==> src/rtl/vi_fault_recovery_seq.sv <==
// vi_fault_recovery_seq: host-side start/clear sequencer for the V-I supervisor.
// Optional fault capture (last_fault_v/i, fault_count) enabled by VI_SEQ_LOG_EN.
module vi_fault_recovery_seq #(
  parameter int unsigned            W            = 16,
  parameter logic signed [W-1:0]    V_SAFE       = 16'sh4000,
  parameter logic signed [W-1:0]    I_SAFE       = 16'sh4000,
  parameter int unsigned            COOLDOWN_CYC = 1000,
  parameter int unsigned            TIMEOUT_CYC  = 64,
  parameter int unsigned            STABLE_CYC   = 4096,
  parameter int unsigned            MAX_RETRIES  = 3
) (
  input  logic                clk,
  input  logic                rst,
  input  logic                enable,
  input  logic                ack_lockout,
  input  logic [1:0]          sup_state,
  input  logic                sup_fault,
  input  logic signed [W-1:0] v_in,
  input  logic signed [W-1:0] i_in,
  output logic                start,
  output logic                clear_fault,
  output logic                lockout,
  output logic                timeout_err,
  output logic [7:0]          retry_cnt,
  output logic [2:0]          seq_state,
  output logic [W-1:0]        last_fault_v,
  output logic [W-1:0]        last_fault_i,
  output logic [15:0]         fault_count
);

  localparam int CW = $clog2(COOLDOWN_CYC + 1);
  localparam int TW = $clog2(TIMEOUT_CYC + 1);
  localparam int SW = $clog2(STABLE_CYC + 1);

  localparam logic [1:0] SUP_INIT  = 2'd0;
  localparam logic [1:0] SUP_RUN   = 2'd1;
  localparam logic [1:0] SUP_FAULT = 2'd2;

  typedef enum logic [2:0] {
    S_IDLE = 3'd0,
    S_REQ  = 3'd1,
    S_WAIT = 3'd2,
    S_RUN  = 3'd3,
    S_COOL = 3'd4,
    S_CLR  = 3'd5,
    S_LOCK = 3'd6
  } state_t;

  state_t         state_q, state_d;
  logic [CW-1:0]  cool_q, cool_d;
  logic [TW-1:0]  tmr_q, tmr_d;
  logic [SW-1:0]  stab_q, stab_d;
  logic [7:0]     retry_q, retry_d;
  logic           terr_q, terr_d;
  logic           start_q, clr_q, lock_q;
  logic           flt;

  // Next-state, counter and fault-path decisions
  always_comb begin
    state_d = state_q;
    cool_d  = cool_q;
    tmr_d   = tmr_q;
    stab_d  = stab_q;
    retry_d = retry_q;
    terr_d  = terr_q;
    flt     = 1'b0;
    unique case (state_q)
      S_IDLE: begin
        if (sup_state == SUP_FAULT || sup_fault) begin
          state_d = S_COOL;
          cool_d  = CW'(COOLDOWN_CYC - 1);
        end else if (enable && sup_state == SUP_INIT) begin
          state_d = S_REQ;
        end
      end
      S_REQ: begin
        state_d = S_WAIT;
        tmr_d   = TW'(TIMEOUT_CYC);
      end
      S_WAIT: begin
        if (sup_state == SUP_RUN) begin
          state_d = S_RUN;
          stab_d  = '0;
        end else if (sup_state == SUP_FAULT) begin
          flt = 1'b1;
        end else if (tmr_q <= TW'(1)) begin
          state_d = S_LOCK;
          terr_d  = 1'b1;
        end else begin
          tmr_d = tmr_q - TW'(1);
        end
      end
      S_RUN: begin
        if (sup_fault || sup_state != SUP_RUN) begin
          flt = 1'b1;
        end else if (stab_q != SW'(STABLE_CYC)) begin
          stab_d = stab_q + SW'(1);
          if (stab_d == SW'(STABLE_CYC)) retry_d = 8'd0;
        end
      end
      S_COOL: begin
        if (cool_q != '0) begin
          cool_d = cool_q - CW'(1);
        end else if (v_in < V_SAFE && i_in < I_SAFE && enable) begin
          state_d = S_CLR;
          tmr_d   = TW'(TIMEOUT_CYC);
        end
      end
      S_CLR: begin
        if (sup_state == SUP_INIT) begin
          state_d = S_REQ;
        end else if (tmr_q <= TW'(1)) begin
          state_d = S_LOCK;
          terr_d  = 1'b1;
        end else begin
          tmr_d = tmr_q - TW'(1);
        end
      end
      S_LOCK: begin
        if (ack_lockout) begin
          retry_d = 8'd0;
          terr_d  = 1'b0;
          if (sup_state == SUP_FAULT) begin
            state_d = S_COOL;
            cool_d  = CW'(COOLDOWN_CYC - 1);
          end else begin
            state_d = S_IDLE;
          end
        end
      end
      default: state_d = S_IDLE;
    endcase
    if (flt) begin
      retry_d = (retry_q == 8'hFF) ? retry_q : retry_q + 8'd1;
      if (retry_d > 8'(MAX_RETRIES)) begin
        state_d = S_LOCK;
      end else begin
        state_d = S_COOL;
        cool_d  = CW'(COOLDOWN_CYC - 1);
      end
    end
  end

  // State, counters and registered command outputs
  always_ff @(posedge clk) begin
    if (rst) begin
      state_q <= S_IDLE;
      cool_q  <= '0;
      tmr_q   <= '0;
      stab_q  <= '0;
      retry_q <= '0;
      terr_q  <= 1'b0;
      start_q <= 1'b0;
      clr_q   <= 1'b0;
      lock_q  <= 1'b0;
    end else begin
      state_q <= state_d;
      cool_q  <= cool_d;
      tmr_q   <= tmr_d;
      stab_q  <= stab_d;
      retry_q <= retry_d;
      terr_q  <= terr_d;
      start_q <= (state_d == S_REQ);
      clr_q   <= (state_d == S_CLR);
      lock_q  <= (state_d == S_LOCK);
    end
  end

  assign start       = start_q;
  assign clear_fault = clr_q;
  assign lockout     = lock_q;
  assign timeout_err = terr_q;
  assign retry_cnt   = retry_q;
  assign seq_state   = state_q;

`ifdef VI_SEQ_LOG_EN
  logic [W-1:0] lv_q, li_q;
  logic [15:0]  fc_q;

  // Capture samples on every fault-path entry; only rst clears them
  always_ff @(posedge clk) begin
    if (rst) begin
      lv_q <= '0;
      li_q <= '0;
      fc_q <= '0;
    end else if (flt) begin
      lv_q <= v_in;
      li_q <= i_in;
      if (fc_q != 16'hFFFF) fc_q <= fc_q + 16'd1;
    end
  end

  assign last_fault_v = lv_q;
  assign last_fault_i = li_q;
  assign fault_count  = fc_q;
`else
  assign last_fault_v = '0;
  assign last_fault_i = '0;
  assign fault_count  = '0;
`endif

endmodule

==> config.mk <==
export PLATFORM = sky130hd
export DESIGN_NAME = vi_fault_recovery_seq
export DESIGN_NICKNAME = d
export VERILOG_FILES = /design/src/rtl/vi_fault_recovery_seq.sv
export SDC_FILE = /design/constraint.sdc
export NUM_CORES = 1
export LEC_CHECK = 0
export ABC_AREA = 1
export CORE_AREA = 2 2 102 104
export CTS_CLUSTER_DIAMETER = 100
export CTS_CLUSTER_SIZE = 25
export DETAILED_ROUTE_END_ITERATION = 8
export DIE_AREA = 0 0 104 106
export PLACE_DENSITY = 0.63
export SLEW_MARGIN = 0
export SYNTH_ARGS = -nofsm -noshare
export SYNTH_HDL_FRONTEND = slang
export SYNTH_SLANG_ARGS = --single-unit
==> constraint.sdc <==
create_clock -name clk -period 3.8 [get_ports clk]
set_clock_uncertainty 0.2 [all_clocks]
set_input_delay 1.14 -clock clk [delete_from_list [all_inputs] [get_ports clk]]
set_output_delay 1.14 -clock clk [all_outputs]
set_load 0.02 [all_outputs]
==> results.rst, run 1 <==
.. list-table::
   :header-rows: 1

   * - Metric
     - Value
   * - Outcome
     - finished clean
   * - Required time of the critical path
     - 3790 ps
   * - Number of enable flip-flop cells after synthesis
     - 0
   * - Vias per cell
     - 4.69
   * - Detailed-route DRC error count
     - 0
   * - Fraction of synthesized cell area taken by the top area cell type
     - 26.8%
   * - Flip-flop and latch count after synthesis
     - 45
   * - Cell type with the largest total area after synthesis
     - sky130_fd_sc_hd__dfxtp_1
   * - Total routed wirelength
     - 7720 µm
   * - Number of global-route vias before repair
     - 2904
   * - Fillers
     - 1115
   * - IO Count
     - 102
   * - Mean Syn Cell Area
     - 6.37 µm²
   * - H-tree Lvls
     - 2
   * - Count of standard-cell rows
     - 37
   * - Synthesis warning total
     - 0
   * - Number of antenna-violating nets in the routed design
     - 0
   * - Highest attainable clock frequency
     - 337 MHz
   * - Count of endpoints failing setup in the final report
     - 0
   * - Average wire length per cell after detail routing
     - 11.2 µm
   * - Share of total power in sequential cells
     - 42.4%
   * - Sequential-to-total area share from yosys stat
     - 26.8%
   * - Total power density per cell area
     - 340 nW/µm²
   * - Final-layout setup total negative slack
     - 0 ps
   * - Internal power
     - 809 µW
   * - Critical Path Source Type
     - input pin
   * - Clock Pin Slew Worst Setup and Hold Paths
     - 90 ps
   * - Fraction of final layout cells sized beyond drive strength 1
     - 6.51%
   * - Data arrival at the endpoint of the critical path
     - 2950 ps
   * - Number of distinct library cell variants in the gate-level netlist after synthesis
     - 40
   * - Path type of the worst setup path
     - input pin to register
   * - Overall die area
     - 11000 µm²
   * - Placeable core region
     - 10000 µm²
   * - Setup fix buffers added after clock tree synthesis
     - 0
   * - Maximum fanout along the worst path
     - 11
   * - Final Wtd Congestion
     - 0.902
   * - Clock power frac
     - 30.8%
   * - Unrepaired setup endpoints after global routing
     - no
   * - Count of inserted antenna diode cells
     - 0
   * - Max Buffers Root-to-Sink
     - 2
   * - Relative slew slack
     - 61.8%
   * - Effective utilization at floorplan
     - 33.6%
   * - Proportion of power drawn by combinational gates
     - 26.8%
   * - Post-detail-place hpwl
     - 5810 µm
   * - Final count of pins violating max slew
     - 0
   * - First drt pass iteration count
     - 4
   * - Pin count of the biggest net entering global routing
     - 32
   * - Endpoint class of the critical path
     - register
   * - Worst IR Drop VDD
     - 0.157 mV
   * - Reg2reg setup slack
     - 1330 ps
   * - Detailed-route via count
     - 3233
   * - Die Ht
     - 106 µm
   * - Time the final worst path needs with I/O delays and setup
     - 2970 ps
   * - Post-synthesis cell count
     - 528
   * - Leading post-synthesis cells by cell area
     - sky130_fd_sc_hd__dfxtp_1 (27%), sky130_fd_sc_hd__nand2_1 (12%), sky130_fd_sc_hd__buf_4 (11%), sky130_fd_sc_hd__a21oi_1 (7.1%), sky130_fd_sc_hd__nor2_1 (6.9%)
   * - Post-CTS Hold Fix Bufs
     - 0
   * - Post-cts gate resize count
     - 0
   * - Clock insertion delay at the later pin of the skew report
     - 300 ps
   * - Final-report hold violation count
     - 0
   * - Reported net switching power
     - 442 µW
   * - Global route total overflow
     - 0
   * - All-layer global routing usage
     - 14.0%
   * - Synth cell count leaders
     - sky130_fd_sc_hd__nand2_1 (108), sky130_fd_sc_hd__nor2_1 (62), sky130_fd_sc_hd__inv_1 (56)
   * - Switching share of power
     - 35.3%
   * - Violation count after the first detailed-route iteration
     - 153
   * - Reported max-cap violation count
     - 0
   * - Final critical-path share of the clock period
     - 78.1%
   * - Number of antenna violations at the first check in global routing
     - 0
   * - Class of the most critical hold timing path
     - register to register
   * - Port Buf Inserts
     - 25
   * - Most numerous cell in the Yosys netlist
     - sky130_fd_sc_hd__nand2_1
   * - Root Buffer
     - sky130_fd_sc_hd__clkbuf_8
   * - Die Wd
     - 104 µm
   * - P&R area growth vs syn
     - 9.38%
   * - NumNets Final
     - 599
   * - Utilization after layout
     - 36.8%
   * - TritonCTS clock tree
     - yes
   * - Leakage
     - 0.00163 µW
   * - Number of buffers created by CTS
     - 5
   * - Number of clock sinks
     - 45
   * - Global-route wire length before repair
     - 13200 µm
   * - Transition time at the pin with the least slew margin
     - 571 ps
   * - Prevailing post-synth register cell
     - sky130_fd_sc_hd__dfxtp_1
   * - Asr flop ratio synth
     - 0%
   * - Mapped cell area
     - 3360 µm²
   * - Worst-case hold slack
     - 299 ps
## path summary, 6_finish.rpt
path         endpoint  depth (start not counted)          from
max          tmr_q[0]                         10  sup_state[0]
min          tmr_q[5]                          2      tmr_q[5]
max reg2reg   lockout                          9  seq_state[1]
min reg2reg  tmr_q[5]                          2      tmr_q[5]
## layout by cell type, fill, tap and decap left out, drive strengths merged
master,n
buf,1
nor4,1
dfxtp,45
a211oi,3
clkdlybuf4s50,25
clkinvlp,1
nor3,8
xor2,5
nand4,12
o211a,1
a21oi,48
o21bai,1
o2111ai,2
conb,48
o21ai,30
xnor2,4
nand3b,3
nand2,113
bufinv,1
or2,6
o221ai,1
clkinv,2
inv,65
o22ai,2
a31oi,2
o211ai,1
nor2,65
ha,8
nand3,42
clkbuf,5
o31ai,2
## final cells by class
class	count	area, µm²	area share (%)
multi-input cells	408	1980	53.8
well taps	136	170	4.63
inverters	66	251	6.84
clock inverters	3	48.8	1.33
repair buffers	26	258	7.01
clock buffers	5	68.8	1.87
flip-flops and latches	45	901	24.5
## per-stage QoR
stage / worst slack (ps) / std cells / power [µW] / instance area (µm²)
after detailed placement: 515 / 681 / 873 / 3560
final: 832 / 689 / 1250 / 3680
after floorplan: 1320 / 575 / 835 / 3540
after global placement: 492 / 681 / 865 / 3560
after global routing: 622 / 689 / 1330 / 3680
after CTS: 850 / 689 / 1260 / 3680
## power by group through the flow
stage / Combinational, µW / Clock (µW) / Sequential (µW)
4_1_cts: 333 / 396 / 530
3_3_place_gp: 324 / 0 / 541
2_1_floorplan: 298 / 0 / 538
6_report: 336 / 385 / 531
3_5_place_dp: 332 / 0 / 541
5_1_grt: 380 / 415 / 537
## critical path, cell delays in order
cell and delay [ps]:
sky130_fd_sc_hd__clkdlybuf4s50_1 500, sky130_fd_sc_hd__inv_1 50, sky130_fd_sc_hd__nand2_1 110, sky130_fd_sc_hd__inv_1 80, sky130_fd_sc_hd__nand2_2 110, sky130_fd_sc_hd__nand3_1 110
sky130_fd_sc_hd__nor2_1 110, sky130_fd_sc_hd__nand2_1 240, sky130_fd_sc_hd__o21ai_0 440, sky130_fd_sc_hd__a21oi_1 70
## metal layers
| metal | GRT usage (%) | wire (µm) | vias up |
|---|---|---|---|
| met5 | 0 | 0 | - |
| met4 | 2.61 | 46 | 0 |
| met3 | 1.96 | 363 | 5 |
| met2 | 25.0 | 3680 | 97 |
| met1 | 18.1 | 3620 | 1455 |
| li1 | - | - | 1676 |
## registers in the layout, summed over array words and instances, names as in the netlist
signal,flops
timeout_err,1
retry_cnt,8
tmr_q,7
clear_fault,1
seq_state,3
start,1
cool_q,10
stab_q,13
lockout,1
## cell families (layout without fill, tap and decap cells)
| group | after synthesis | after routing | synth area share [%] |
|---|---|---|---|
| flops | 45 | 45 | 26.8 |
| other cells | 1 | 48 | 0.112 |
| compound gates | 93 | 93 | 15.1 |
| buf+inv | 122 | 100 | 19.6 |
| xor+xnor | 9 | 9 | 2.34 |
| fa+ha+maj | 8 | 8 | 2.98 |
| simple gates | 250 | 250 | 33.1 |
Note: power is estimated with default switching activity, not from simulation.
==> run 2: changes to the inputs <==
==> constraint.sdc (replaced) <==
create_clock -name clk -period 3.1 [get_ports clk]
set_clock_uncertainty 0.2 [all_clocks]
set_input_delay 0.93 -clock clk [delete_from_list [all_inputs] [get_ports clk]]
set_output_delay 0.93 -clock clk [all_outputs]
set_load 0.02 [all_outputs]
==> run 2 against run 1 <==
  * Global-route usage rose by 0.31 points
  * Register-to-register slack got worse by 620 ps
  * Via count rose by 2.6%
  * Final area barely moved
  * Worst setup slack got worse by 390 ps
  * Highest routed layer unchanged
==> results.rst, run 2 (same netlist as run 1, synthesis figures left out) <==
.. list-table::
   :header-rows: 1

   * - Metric
     - Value
   * - Post-detail-place hpwl
     - 5870 µm (was 5810 µm)
   * - Global route total overflow
     - 0 (unchanged)
   * - Total power density per cell area
     - 394 nW/µm² (was 340 nW/µm²)
   * - Library cell contributing the largest single delay on the critical path
     - sky130_fd_sc_hd__clkdlybuf4s50_1 (unchanged)
   * - Number of clock sinks
     - 45 (unchanged)
   * - Number of global-route vias before repair
     - 2998 (was 2904)
   * - Effective utilization at floorplan
     - 33.6% (unchanged)
   * - Fraction of final layout cells sized beyond drive strength 1
     - 7.18% (was 6.51%)
   * - IO Count
     - 102 (unchanged)
   * - Reg2reg setup slack
     - 710 ps (was 1330 ps)
   * - Number of cells after detailed placement
     - 685 (was 681)
   * - Required time of the critical path
     - 3110 ps (was 3790 ps)
   * - Clock insertion delay at the later pin of the skew report
     - 310 ps (was 300 ps)
   * - Die Ht
     - 106 µm (unchanged)
   * - NumNets Final
     - 603 (was 599)
   * - Source of the worst hold timing path
     - tmr_q[5] (unchanged)
   * - Overall die area
     - 11000 µm² (unchanged)
   * - Final Wtd Congestion
     - 0.896 (was 0.902)
   * - Leakage
     - 0.00164 µW (was 0.00163 µW)
   * - Violation count after the first detailed-route iteration
     - 192 (was 153)
   * - Endpoint class of the critical path
     - register (unchanged)
   * - Dominant delay contributor by cell family on the critical path
     - buffers and inverters (was simple AND/OR/NAND/NOR gates)
   * - Setup fix buffers added after clock tree synthesis
     - 0 (unchanged)
   * - Critical Path Source Type
     - input pin (unchanged)
   * - Worst Reg2Reg Path Length in Cells
     - 14 (was 9)
   * - Worst IR Drop VDD
     - 0.165 mV (was 0.157 mV)
   * - Time the final worst path needs with I/O delays and setup
     - 2660 ps
   * - Buf+Inv Stages, Crit Path
     - 6 (was 3)
   * - Post-CTS Hold Fix Bufs
     - 0 (unchanged)
   * - Final-report hold violation count
     - 0 (unchanged)
   * - Max incr delay on CP
     - 500 ps (about the same)
   * - Detailed-route via count
     - 3316 (was 3233)
   * - Root Buffer
     - sky130_fd_sc_hd__clkbuf_8 (unchanged)
   * - End point of the most critical hold path
     - tmr_q[5] (unchanged)
   * - Utilization after layout
     - 36.8% (about the same)
   * - All-layer global routing usage
     - 14.3% (was 14.0%)
   * - Reported max-cap violation count
     - 0 (unchanged)
   * - Placeable core region
     - 10000 µm² (unchanged)
   * - R2r startpoint
     - retry_cnt[0] (was seq_state[1])
   * - H-tree Lvls
     - 2 (unchanged)
   * - Most flop-heavy register
     - stab_q (unchanged)
   * - Pin count of the biggest net entering global routing
     - 32 (unchanged)
   * - Number of flip-flops in the largest register
     - 13 (unchanged)
   * - Detailed-route DRC error count
     - 0 (unchanged)
   * - TritonCTS clock tree
     - yes (unchanged)
   * - Port Buf Inserts
     - 25 (unchanged)
   * - Highest attainable clock frequency
     - 377 MHz
   * - First drt pass iteration count
     - 5 (was 4)
   * - Post-cts gate resize count
     - 0 (unchanged)
   * - Die Wd
     - 104 µm (unchanged)
   * - Path type of the worst setup path
     - input pin to register (unchanged)
   * - Worst-case hold slack
     - 303 ps (was 299 ps)
   * - Number of buffers created by CTS
     - 5 (unchanged)
   * - Clock Pin Slew Worst Setup and Hold Paths
     - 90 ps (about the same)
   * - Outcome
     - finished clean (unchanged)
   * - Most common cell after layout, fill and taps aside
     - sky130_fd_sc_hd__nand2_1 (unchanged)
   * - Unrepaired setup endpoints after global routing
     - no (unchanged)
   * - Count of inserted antenna diode cells
     - 0 (unchanged)
   * - Ordered list of cells on the worst path
     - clkdlybuf4s50_1 -> inv_1 -> nand2_1 -> inv_1 -> or2_2 -> nand2_1 -> inv_1 -> nor2_1 -> inv_1 -> a21oi_1 -> nand4_1 -> nand2_1 -> inv_1 (was clkdlybuf4s50_1 -> inv_1 -> nand2_1 -> inv_1 -> nand2_2 -> nand3_1 -> nor2_1 -> nand2_1 -> o21ai_0 -> a21oi_1)
   * - Highest-count cells in the layout ignoring fill and taps
     - sky130_fd_sc_hd__nand2_1 (108), sky130_fd_sc_hd__nor2_1 (62), sky130_fd_sc_hd__inv_1 (56) (unchanged)
   * - Count of standard-cell rows
     - 37 (unchanged)
   * - Max Buffers Root-to-Sink
     - 2 (unchanged)
   * - Global-route wire length before repair
     - 13400 µm (was 13200 µm)
   * - Vias per cell
     - 4.78 (was 4.69)
   * - Final-layout setup total negative slack
     - 0 ps (unchanged)
   * - Hold path depth
     - 2 (unchanged)
   * - Total routed wirelength
     - 7840 µm (was 7720 µm)
   * - Worst R2R End
     - cool_q[7] (was lockout)
   * - Count of endpoints failing setup in the final report
     - 0 (unchanged)
   * - Number of antenna violations at the first check in global routing
     - 0 (unchanged)
   * - Number of antenna-violating nets in the routed design
     - 0 (unchanged)
   * - Data arrival at the endpoint of the critical path
     - 2670 ps (was 2950 ps)
   * - Number of non-filler instances in the completed layout
     - 693 (was 689)
   * - Most used cell, CP
     - sky130_fd_sc_hd__inv_1
   * - Maximum fanout along the worst path
     - 4 (was 11)
   * - P&R area growth vs syn
     - 9.45% (was 9.38%)
   * - Final count of pins violating max slew
     - 0 (unchanged)
   * - Average wire length per cell after detail routing
     - 11.3 µm (was 11.2 µm)
   * - Class of the most critical hold timing path
     - register to register (unchanged)
   * - Final critical-path share of the clock period
     - 85.7%
==> run 2: cell count changes in the layout (fill, tap and decap cells not counted) <==
cell / delta
sky130_fd_sc_hd__inv_6: +1
sky130_fd_sc_hd__inv_8: -1
sky130_fd_sc_hd__buf_4: +4
sky130_fd_sc_hd__bufinv_16: -1
sky130_fd_sc_hd__clkinv_2: +1
==> run 2: cell type report <==
| class | count | area [µm²] |
|---|---|---|
| fillers | 1078 | 6320 |
| multi-input cells | 408 | 1980 |
| flip-flops and latches | 45 | 901 |
| repair buffers | 30 | 288 |
| inverters | 66 | 251 |
| well taps | 136 | 170 |
| clock buffers | 5 | 68.8 |
| clock inverters | 3 | 21.3 |
==> run 2: report_power, final <==
group	switching, µW	total (µW)	internal, µW
Clock	224	384	160
Sequential	39.0	651	612
Combinational	280	415	135
Total	543	1450	908
==> run 2: worst min-delay path, cell delays in order, from the launching register on <==
cell	delay (ps)
sky130_fd_sc_hd__dfxtp_1	340
sky130_fd_sc_hd__nand2_1	70
sky130_fd_sc_hd__a21oi_1	50
==> run 2: worst max-delay path by stage <==
| stage | end | from | cells past startpoint | slack [ps] |
|---|---|---|---|---|
| 2_1_floorplan | cool_q[6] | sup_state[0] | 12 | 830 |
| 3_3_place_gp | cool_q[7] | sup_state[0] | 13 | 140 |
| 3_5_place_dp | cool_q[6] | sup_state[0] | 10 | 130 |
| 4_1_cts | cool_q[7] | sup_state[0] | 10 | 460 |
| 5_1_grt | cool_q[7] | sup_state[0] | 13 | 250 |
| 6_report | cool_q[7] | sup_state[0] | 13 | 440 |
==> run 2: metrics by stage <==
stage	instance area, µm²	worst slack, ps	power [µW]
after floorplan	3540	828	1020
after global placement	3590	139	1060
after detailed placement	3590	125	1070
after CTS	3680	457	1460
after global routing	3680	247	1550
final	3680	444	1450
==> run 2: layer usage <==
metal  track usage [%]  wire (µm)  up-vias
li1                  -          -     1677
met1              18.0       3510     1503
met2              25.6       3740      127
met3              1.72        504        9
met4              4.34         91        0
met5                 0          0        -
==> variant: new RTL, settings of run 2 <==
`TIMEOUT_CYC`: 64 -> 32.
--- a/src/rtl/vi_fault_recovery_seq.sv
+++ b/src/rtl/vi_fault_recovery_seq.sv
@@ -6,5 +6,5 @@
   parameter logic signed [W-1:0]    I_SAFE       = 16'sh4000,
   parameter int unsigned            COOLDOWN_CYC = 1000,
-  parameter int unsigned            TIMEOUT_CYC  = 64,
+  parameter int unsigned            TIMEOUT_CYC  = 32,
   parameter int unsigned            STABLE_CYC   = 4096,
   parameter int unsigned            MAX_RETRIES  = 3
Behaviour: same outputs for any inputs over 10 cycles, from zero or initial values and one cycle with rst high; that may be too few to reach the edited logic, so the function may still have changed.
==> variant against run 2 <==
Non-clock buffer count grew 1; global-route usage up 0.82 points; area after synthesis increased by 2.3%; largest power group unchanged; sequential cell count down 1; power up 13%; cell count is 2.6% higher; wire length increased by 5.8%; setup slack got worse by 0.10 ns; largest cell class unchanged; final area grew 2.4%.
==> variant: results (changes against run 2) <==
.. list-table::
   :header-rows: 1

   * - Metric
     - Value
   * - Routed length on met2
     - 3.75 mm (+0.29%)
   * - Outcome
     - completed
   * - Met1 WL
     - 3.95 mm (+13%)
   * - Register area share after synthesis
     - 0.256 (-0.0118)
   * - Routability congestion estimate
     - 0.853 (-4.8%)
   * - Via Count
     - 3381 (+2.0%)
   * - Vias in the first global route
     - 3107 (+3.6%)
   * - Wire length of the first global-routing pass
     - 13.9 mm (+3.7%)
   * - Reported leakage power
     - 1.70 nW (+3.8%)
   * - Global Route met2 Usage
     - 0.256 (+0.000470)
   * - Number of detailed-routing iterations run before antenna repair
     - 4 (-1)
   * - Met1 Resource Use GR
     - 0.193 (+0.0136)
   * - Delay of the slowest cell on the worst path
     - 0.81 ns (+0.31 ns)
   * - Count of different cell masters after synthesis
     - 38 (-5.0%)
   * - Met3 layer wire length in the routed design
     - 473 um (-6.2%)
   * - Number of cells upsized or downsized after cts
     - 0 (unchanged)
   * - Crit path max-delay cell type
     - o31ai_2
   * - CTS H-Tree Depth
     - 2 (unchanged)
   * - Clock latency of the later-clocked register in the worst-skew pair
     - 0.31 ns (about the same)
   * - Pin count of the biggest net entering global routing
     - 27 (-16%)
   * - Highest routing layer actually used
     - met4
   * - Worst endpoint data arrival time
     - 2.80 ns (+0.13 ns)
   * - Net count, final
     - 621 (+3.0%)
   * - Count of routing violations after the opening detailed-route iteration
     - 261 (+36%)
   * - Share of layout cells above drive strength 1
     - 0.0730 (+0.00123)
   * - Clock Power Share
     - 0.274 (+0.009)
   * - Root Buffer Master
     - clkbuf_8
   * - Port bufs
     - 25 (unchanged)
   * - Met3 layer usage reported by global route
     - 0.0227 (+0.00552)
   * - Fill count
     - 1084 (+0.56%)
   * - Psw
     - 613 uW (+13%)
   * - Critical Path Fanout Max
     - 15 (+11)
   * - Top cell types by occurrence after synthesis
     - nand2_1 (120), nor2_1 (71), inv_1 (56)
   * - Register ranked first by flip-flop count
     - stab_q
   * - Maximum number of buffers from clock root to sink
     - 2 (unchanged)
   * - Detail Placement HPWL
     - 6.18 mm (+5.3%)
   * - Primary flip-flop cell chosen by synthesis mapping
     - dfxtp_1
   * - ANT cells
     - 0 (unchanged)
   * - Total of warnings raised by yosys
     - 0 (unchanged)
   * - Family with the most delay on the worst path
     - compound AO/OA/AOI/OAI gates
   * - Flop+latch power
     - 670 uW (+3%)
   * - Peak supply drop
     - 0.000191 V (+16%)
   * - Final wirelength
     - 8.30 mm (+5.8%)
   * - Actual transition at the worst max-transition pin
     - 1.00 ns
   * - Cells taking the most area after synthesis
     - dfxtp_1 (26%), nand2_1 (13%), buf_4 (10%), nor2_1 (7.8%), a21oi_1 (6.6%)
   * - Global-route total usage across every layer
     - 0.151 (+0.00823)
   * - Inserted Clock Buffers
     - 5 (unchanged)
   * - Post-place setup slack
     - 0.0154 ns (-0.110 ns)
   * - Antenna violations before repair
     - 0 (unchanged)
   * - Post-CTS Setup Bufs
     - 0 (unchanged)
## variant: changes by cell type in the layout (fill, tap and decap cells not counted), moves of 3 or more
cell / delta
nor2_1: +9
a211oi_1: +10
nand3_2: +4
nor3_1: +8
nand3_1: -13
nand3b_1: -3
a21oi_1: -3
nand2_1: +12
## variant: final timing paths
check	startpoint	end	slack, ns	cells after the start
max	ack_lockout	retry_cnt[1]$_SDFFE_PP0P_	0.34	7
min	tmr_q[5]$_SDFFE_PP0P_	tmr_q[5]$_SDFFE_PP0P_	0.30	2
max reg2reg	seq_state[0]$_SDFF_PP0_	retry_cnt[1]$_SDFFE_PP0P_	0.56	10
min reg2reg	tmr_q[5]$_SDFFE_PP0P_	tmr_q[5]$_SDFFE_PP0P_	0.30	2
## variant: cell type report
cell class / count / area share
Multi-Input combinational cell: 428 / 0.551
Sequential cell: 44 / 0.234
Timing Repair Buffer: 31 / 0.0783
Inverter: 64 / 0.0637
Tap cell: 136 / 0.0451
Clock buffer: 6 / 0.0192
Clock inverter: 2 / 0.00929
## variant: stage by stage
step	hold slack, ns	utilization	area (sq um)	power [mW]	std cells
finish	0.298	0.377	3770	1.64	711
global route	0.335	0.377	3770	1.75	711
CTS	0.295	0.377	3770	1.65	711
detailed placement	0.283	0.366	3660	1.19	703
global placement	0.275	0.366	3660	1.18	703
floorplan	0.259	-	3610	1.11	595
## variant: kinds of logic (layout without fill, tap and decap cells)
family / after synthesis / after routing / synth area share
buffers and inverters: 123 / 103 / 0.191
XOR/XNOR: 7 / 7 / 0.0178
multiplexers: 1 / 1 / 0.00291
other: 1 / 48 / 0.00109
flip-flops: 44 / 44 / 0.256
adder cells (fa/ha/maj): 8 / 8 / 0.0291
AND/OR/NAND/NOR: 264 / 264 / 0.336
AO/OA/AOI/OAI: 100 / 100 / 0.165
